`src/rtl/pu_im_loader_pkg.sv`:
```
// ============================================================================
//  Module  : pu_im_loader_pkg
//  Brief   : Shared types and helpers for the instruction-memory loader.
//  Revision: 1.0
// ============================================================================
`default_nettype none

package pu_im_loader_pkg;

    localparam int IM_ADDR_W = 11;

    typedef enum logic [2:0] {
        ST_IDLE = 3'd0,
        ST_HDR0 = 3'd1,
        ST_HDR1 = 3'd2,
        ST_DATA = 3'd3,
        ST_CSUM = 3'd4,
        ST_DONE = 3'd5,
        ST_ERR  = 3'd6
    } state_t;

    // Where to go once both length bytes are known.
    function automatic state_t hdr_next_state(input logic [15:0] len,
                                              input logic [15:0] max_len);
        if (len > max_len) begin
            return ST_ERR;
        end
        if (len == 16'd0) begin
            return ST_CSUM;
        end
        return ST_DATA;
    endfunction

    function automatic logic is_loading(input state_t s);
        return (s == ST_HDR0) || (s == ST_HDR1) || (s == ST_DATA) || (s == ST_CSUM);
    endfunction

endpackage

`default_nettype wire

```
`src/rtl/pu_im_loader.sv`:
```
// ============================================================================
//  Module  : pu_im_loader
//  Brief   : Framed byte stream (len16 LE, payload, XOR csum) to IM write port.
//  Revision: 1.0
// ============================================================================
`default_nettype none

module pu_im_loader
    import pu_im_loader_pkg::*;
#(
    parameter int ADDR_W    = IM_ADDR_W,
    parameter int MAX_BYTES = 2048
) (
    input  logic              clk,
    input  logic              rst,
    input  logic              start_in,
    input  logic              byte_valid_in,
    input  logic [7:0]        byte_in,
    output logic              byte_ready_out,
    output logic              we_out,
    output logic [ADDR_W-1:0] waddr_out,
    output logic [7:0]        wdata_out,
    output logic              cpu_hold_out,
    output logic              done_out,
    output logic              err_out
);

    localparam logic [15:0] MAX_LEN = 16'(MAX_BYTES);

    state_t            state_q, state_d;
    logic [15:0]       len_q, len_d;
    // One bit wider than the address so a full-size payload can be counted.
    logic [ADDR_W:0]   addr_q, addr_d;
    logic [7:0]        csum_q, csum_d;
    logic              we_q, we_d;
    logic [ADDR_W-1:0] waddr_q, waddr_d;
    logic [7:0]        wdata_q, wdata_d;

    logic              accept;
    logic [15:0]       count_next;

    assign accept     = byte_valid_in && byte_ready_out;
    assign count_next = 16'(addr_q) + 16'd1;

    always_ff @(posedge clk) begin
        if (rst) begin
            state_q <= ST_IDLE;
            len_q   <= '0;
            addr_q  <= '0;
            csum_q  <= '0;
            we_q    <= 1'b0;
            waddr_q <= '0;
            wdata_q <= '0;
        end else begin
            state_q <= state_d;
            len_q   <= len_d;
            addr_q  <= addr_d;
            csum_q  <= csum_d;
            we_q    <= we_d;
            waddr_q <= waddr_d;
            wdata_q <= wdata_d;
        end
    end

    always_comb begin
        state_d = state_q;
        len_d   = len_q;
        addr_d  = addr_q;
        csum_d  = csum_q;
        we_d    = 1'b0;
        waddr_d = waddr_q;
        wdata_d = wdata_q;

        unique case (state_q)
            ST_IDLE, ST_DONE, ST_ERR: begin
                if (start_in) begin
                    state_d = ST_HDR0;
                    len_d   = '0;
                    addr_d  = '0;
                    csum_d  = '0;
                end
            end
            ST_HDR0: begin
                if (accept) begin
                    len_d[7:0] = byte_in;
                    state_d    = ST_HDR1;
                end
            end
            ST_HDR1: begin
                if (accept) begin
                    len_d[15:8] = byte_in;
                    state_d     = hdr_next_state({byte_in, len_q[7:0]}, MAX_LEN);
                end
            end
            ST_DATA: begin
                if (accept) begin
                    csum_d  = csum_q ^ byte_in;
                    we_d    = 1'b1;
                    waddr_d = addr_q[ADDR_W-1:0];
                    wdata_d = byte_in;
                    addr_d  = addr_q + 1'b1;
                    if (count_next == len_q) begin
                        state_d = ST_CSUM;
                    end
                end
            end
            ST_CSUM: begin
                if (accept) begin
                    state_d = (byte_in == csum_q) ? ST_DONE : ST_ERR;
                end
            end
            default: begin
                state_d = ST_IDLE;
            end
        endcase
    end

    // Status flags decode straight from state so hold drops on the same edge done/err rise.
    assign byte_ready_out = is_loading(state_q);
    assign cpu_hold_out   = is_loading(state_q);
    assign done_out       = (state_q == ST_DONE);
    assign err_out        = (state_q == ST_ERR);
    assign we_out         = we_q;
    assign waddr_out      = waddr_q;
    assign wdata_out      = wdata_q;

endmodule

`default_nettype wire

```
`config.mk`:
```
export PLATFORM = sky130hd
export DESIGN_NAME = pu_im_loader
export DESIGN_NICKNAME = d
export VERILOG_FILES = /design/src/rtl/pu_im_loader_pkg.sv /design/src/rtl/pu_im_loader.sv
export SDC_FILE = /design/constraint.sdc
export NUM_CORES = 1
export LEC_CHECK = 0
export BUFFER_PORTS_ARGS = -buffer_cell sky130_fd_sc_hd__buf_2
export CAP_MARGIN = 40
export CORE_MARGIN = 2
export CORE_UTILIZATION = 34
export CTS_BUF_LIST = sky130_fd_sc_hd__clkbuf_4
export CTS_CLUSTER_DIAMETER = 80
export DETAILED_ROUTE_END_ITERATION = 8
export GPL_TIMING_DRIVEN = 1
export HOLD_SLACK_MARGIN = 0.1
export MAX_ROUTING_LAYER = met4
export PLACE_DENSITY = 0.54
export SLEW_MARGIN = 15
export SYNTH_ARGS = -nofsm -noshare
export SYNTH_HDL_FRONTEND = slang
export SYNTH_SLANG_ARGS = --single-unit
```
`constraint.sdc`:
```
create_clock -name clk -period 7.55 [get_ports clk]
set_clock_uncertainty 0.05 [all_clocks]
set_input_delay 0.3775 -clock clk [delete_from_list [all_inputs] [get_ports clk]]
set_output_delay 0.3775 -clock clk [all_outputs]
set_load 0.01 [all_outputs]
```
==> impl_results.md, run 1 <==
- Status: finished clean
- Gr usage total: 17.4%
- Critical R2R Launch: addr_q[0]
- Dpl cell area: 3280 um2
- Routed len/inst: 14.6 um
- Yosys cell types: between 40 and 50
- Req. time, crit path: 7.81 ns
- Rel. slew slack: 50.6%
- Post-synth EDFFs: 0
- Crit path DAT: between 3 and 4 ns
- CTS sink cnt: 59
- Drt pass-1 iters: 4
- Hold Buf Count CTS: 0
- Max Slew Vio Count: 0
- Ys flop type: dfxtp_1
- Sequential share of the synthesized area: 39.0%
- Final hold violation count: 0
- CTS tree: built
- Startpoint Class: register
- Clk_lat worst skew: 0.41 ns
- Post-route ant nets: 0
- Clk buf depth: 2
- Antenna violations before repair: 0
- Max-cap violations: 0
- Ys async rst share: 0%
- Area growth syn-to-layout: 13.0%
- Fin util: about 39%
- Syn_area_per_cell: 7.54 um2
- Fmax: between 0.3 and 0.4 GHz
- Peak supply drop: 91.2 uV
- H-tree depth: 3
- First-pass GRT wire length: 13100 um
- HPWL Detailed: roughly 5500 um
- Initial core utilization: 34.9%
- Diode count: 0
- Die area: 9680 um2
- Die Y: between 90 and 100 um
- Nets: 433
- Synthesized cell area: 3030 um2
- Synth Instances: 402
- GPL Wtd Cong: 0.824
- Site Rows: 34
- Remaining global-route overflow: 0
- Worst-margin pin slew: between 0.7 and 0.8 ns
- CORE AREA: just under 9000 um2
- Largest net degree at the start of global routing: 41
- Crit. End Element: register
- Via density per instance: between 5 and 6
- Pleak: around 0.0013 uW
- Starting DRT DRC Count: roughly 140
- Setup Fix Bufs, Post-CTS: 0
- I/O pin total: 36
- Vias in the first global route: 2585
- Kind of critical path: reg2reg
- Hold_sp: byte_in[1]
- TritonCTS Buffers: 9
- Total power: 839 uW
- RSZ-0062 raised after global routing: no
- Clock transition at path regs: 0.12 ns
- #FFs+latches synth: 59
- Final setup violation count: 0
- Worst Setup SP: addr_q[0]
- Die W: 98.4 um
- Hold WC Path Type: in2reg
- Tcrit/Tclk final: 39.5%
- Ys Warns: 0
- Setup tns final: 0 ns
- Tmin final: 2.98 ns
- Final wirelength: 7760 um
- PwrDens: 245 nW/um2
- Via count: 2817
- Clock Tree Root: clkbuf_4
- DRC: 0
- Worst-path fanout max: 7
- Share of cells above drive strength 1: 14.1%
- Cell area after layout: 3420 um2
- Post_cts resized: 0
- Port Buf Inserts: 35
- Mapped Nets: about 420
[worst paths after layout]
| check | endpoint | slack (ns) | cells after the start |
|---|---|---|---|
| hold / removal | len_q[1] | 0.22 | 3 |
| setup / recovery | state_q[0] | 4.57 | 8 |
| setup reg to reg | state_q[0] | 4.57 | 8 |
| hold reg to reg | waddr_out[1] | 0.41 | 2 |
[stage by stage]
step	worst slack (ns)	std cells	hold WS, ns
3_5_place_dp	4.55	517	0.394
3_3_place_gp	4.49	513	0.391
4_1_cts	4.53	533	0.190
6_report	4.57	533	0.221
2_1_floorplan	4.90	402	0.382
5_1_grt	4.37	533	0.186
[placed cells by master (no fill, tap or decap), types with 2 or more instances in the layout]
cell type    n
a22oi_1      2
o211ai_1     2
and2_1       5
nor2_1      39
nor3b_1      2
mux2i_1      2
xnor2_1     20
and3_1       4
buf_2       36
nor2b_1      5
nand4_1      5
a21oi_1     55
a311oi_1     2
nand3_1     25
o21ai_0     23
clkinvlp_4   2
a21o_1       3
dfxtp_1     59
nor4_1       4
nand3b_1     5
nand2_1     68
clkbuf_4     9
nand2b_1     2
nor3_1       8
clkinv_4     2
xor2_1       5
or3_1        3
[state kept, by name, indices dropped and copies added (netlist names)]
| name | cells |
|---|---|
| we_out | 1 |
| state_q | 3 |
| addr_q | 12 |
| len_q | 16 |
| wdata_out | 8 |
| csum_q | 8 |
| waddr_out | 11 |
[critical path: stages, from the launching register on]
cell       delay [ns]
dfxtp_1          0.48
ha_1             0.35
nand3_2          0.19
or3_1            0.38
a21o_1           0.21
a2111oi_4        0.28
o2111ai_1        0.24
o31ai_4          0.36
mux2_1           0.35
[cell usage after synthesis, drive strengths merged (2+ instances only)]
| cell | count | area, um2 |
|---|---|---|
| a21o | 3 | 22.5 |
| nand2b | 2 | 12.5 |
| nor2 | 39 | 146 |
| and3 | 4 | 25.0 |
| o211ai | 2 | 15.0 |
| nand2 | 68 | 255 |
| and2 | 5 | 31.3 |
| nand3b | 5 | 37.5 |
| a311oi | 2 | 17.5 |
| nand4 | 5 | 31.3 |
| xor2 | 5 | 43.8 |
| nor3b | 2 | 15.0 |
| buf | 5 | 27.5 |
| clkbuf | 27 | 101 |
| o21ai | 23 | 115 |
| mux2i | 2 | 20.0 |
| nand3 | 26 | 135 |
| dfxtp | 59 | 1180 |
| or3 | 3 | 18.8 |
| nor3 | 8 | 40.0 |
| nor4 | 4 | 25.0 |
| xnor2 | 20 | 175 |
| nor2b | 5 | 31.3 |
| a21oi | 55 | 275 |
| a22oi | 2 | 15.0 |
[power by group]
group / internal, uW / switching [uW]
clock network: 102 / 130
registers: 329 / 30.5
logic: 91.6 / 156
[layout make-up]
cell class	count	area (um2)
Clock inverter	7	76.3
Sequential cell	59	1180
Tap cell	108	135
Fill cell	933	5260
Timing Repair Buffer	39	243
Inverter	1	3.75
Multi-Input combinational cell	310	1720
Clock buffer	9	67.6
[layer usage]
layer  GRT usage (%)  up-vias  wire length [um]
met4            4.85        0               130
met5               -        -                 0
li1                -     1430                 -
met2            27.4       64              3740
met3            4.96       12               328
met1            21.9     1311              3570
[logic make-up after synthesis]
kind of cell             synth area share, %
flip-flops                              39.0
XOR/XNOR                                7.23
AO/OA/AOI/OAI                           20.3
buffers and inverters                   4.38
adder cells (fa/ha/maj)                0.413
AND/OR/NAND/NOR                         27.7
multiplexers                            1.03
Power figures use the tool's default switching activity.
==> run 2, diff against run 1 <==
==> constraint.sdc (replaced) <==
create_clock -name clk -period 2.76 [get_ports clk]
set_clock_uncertainty 0.05 [all_clocks]
set_input_delay 0.138 -clock clk [delete_from_list [all_inputs] [get_ports clk]]
set_output_delay 0.138 -clock clk [all_outputs]
set_load 0.01 [all_outputs]
==> impl_results.md, run 2 (synthesis results as in run 1) <==
- Via count: 2920
- Antenna violations before repair: 0
- Die Y: 98.4 um
- Post_cts resized: 0
- PwrDens: around 670 nW/um2
- DRC: 0
- Max-cap violations: 0
- CORE AREA: 8680 um2
- Final setup violation count: 0
- Fmax: 0.396 GHz
- Max Slew Vio Count: 0
- Gr usage total: 18.1%
- Req. time, crit path: 3.03 ns
- Post-route ant nets: 0
- RSZ-0062 raised after global routing: no
- Remaining global-route overflow: 0
- Fin util: approximately 41%
- Register-to-register setup slack: about 0.23 ns
- Kind of critical path: reg2reg
- Largest Register: len_q
- Crit-path max cell delay: around 0.40 ns
- Drt pass-1 iters: 4
- Final wirelength: 8220 um
- Clock transition at path regs: 0.09 ns
- Diode count: 0
- Port Buf Inserts: 35
- Crit path DAT: 2.79 ns
- Nets: 458
- Worst-margin pin slew: 0.659 ns
- Slowest CP cell: dfxtp_1
- Final hold violation count: 0
- Starting DRT DRC Count: 142
- First-pass GRT wire length: 13600 um
- Tcrit/Tclk final: 91.5%
- Area growth syn-to-layout: 18.8%
- Vias in the first global route: ~2700
- Tmin final: 2.53 ns
- Die area: 9680 um2
- Startpoint Class: register
- Most common cell after layout, fill and taps aside: nand2_1
- HPWL Detailed: 5790 um
- Met2 wire length: about 4000 um
- Share of cells above drive strength 1: between 10% and 20%
- Path length in cells of the critical path: 8
- TritonCTS Buffers: 9
- Worst-path fanout max: 5
- R2R cell count: 8
- Max FFs per register: 16
- Largest delay share family, worst path: compound AO/OA/AOI/OAI gates
- Reg-to-Reg End: state_q[0]
- CP endpoint: state_q[0]
- Met3 WL post-DR: 310 um
- I/O pin total: 36
- Uppermost layer routed: met4
- Crit. End Element: register
- Setup tns final: 0 ns
- WHS Path Cells: 5
- Number of fill cells: 938
- Peak supply drop: ~240 uV
- Clock Tree Root: clkbuf_4
- Most frequent cells in the layout: 68 x nand2_1, 59 x dfxtp_1, 55 x a21oi_1, 39 x nor2_1, 35 x buf_2
- Clk buf depth: 2
- CTS tree: built
- CTS sink cnt: 59
- Cell chain of the critical path: ha_1 -> nand3_2 -> or3_1 -> a21o_1 -> a2111oi_4 -> o2111ai_1 -> o31ai_4 -> mux2_1
- Clk_lat worst skew: between 0.4 and 0.5 ns
- Worst Path Buf+Inv: 0
- Hold WC Path Type: in2reg
- M1 WL: about 3900 um
- Worst Setup SP: addr_q[1]
- Via density per instance: 5.24
- Initial core utilization: 34.9%
- Die W: 98.4 um
- Rel. slew slack: 56.1%
- Largest net degree at the start of global routing: 40
- Pleak: 0.00137 uW
- Site Rows: 34
- GPL Wtd Cong: 0.847
- Routed len/inst: 14.8 um
- H-tree depth: 3
- Status: finished clean
- Critical R2R Launch: addr_q[1]
-- run 2: report_power, final --
group          switching, uW  internal [uW]
registers               73.8            900
clock network            325            356
logic                    449            296
total                    848           1550
-- run 2: worst min path at each step --
stage / startpoint / end / slack (ns)
finish: byte_valid_in / state_q[1] / 0.24
global route: byte_valid_in / len_q[14] / 0.29
CTS: byte_valid_in / state_q[1] / 0.23
detailed placement: wdata_out[6] / wdata_out[6] / 0.39
global placement: wdata_out[0] / wdata_out[0] / 0.39
floorplan: byte_in[0] / len_q[0] / 0.24
-- run 2: tightest hold or removal path, cell delays in order --
cell	delay, ns
buf_2	0.16
nor2_1	0.16
a211oi_2	0.08
nor2_1	0.09
a311oi_1	0.05
-- run 2: what timing repair did --
item / in CTS / in global routing
hold buffers: 9 / 0
setup buffers: 0 / 0
setup endpoints to repair: 0 / 1
endpoints found under the hold margin: 39 / 0
-- run 2: layout make-up --
cell class	instances	area [um2]	area share, %
multi-input cells	310	1720	47.7
flip-flops and latches	59	1180	32.8
repair buffers	64	415	11.5
well taps	108	135	3.75
clock inverters	6	81.3	2.26
clock buffers	9	67.6	1.88
inverters	1	3.75	0.104
-- run 2: metrics by stage --
step                      hold WS, ns  instance area, um2  cells  setup WS (ns)  power [uW]
after global routing            0.287                3600    557         0.0563        2540
after global placement          0.391                3360    533          0.210        1720
final                           0.244                3600    557          0.234        2400
after CTS                       0.226                3600    557          0.151        2420
after floorplan                 0.240                3030    402          0.114        1500
after detailed placement        0.395                3360    533          0.174        1720
-- run 2: layer usage --
metal | track usage, % | vias to the layer above
li1 | - | 1482
met1 | 22.9 | 1366
met2 | 27.9 | 57
met3 | 4.04 | 15
met4 | 7.90 | 0
met5 | - | -
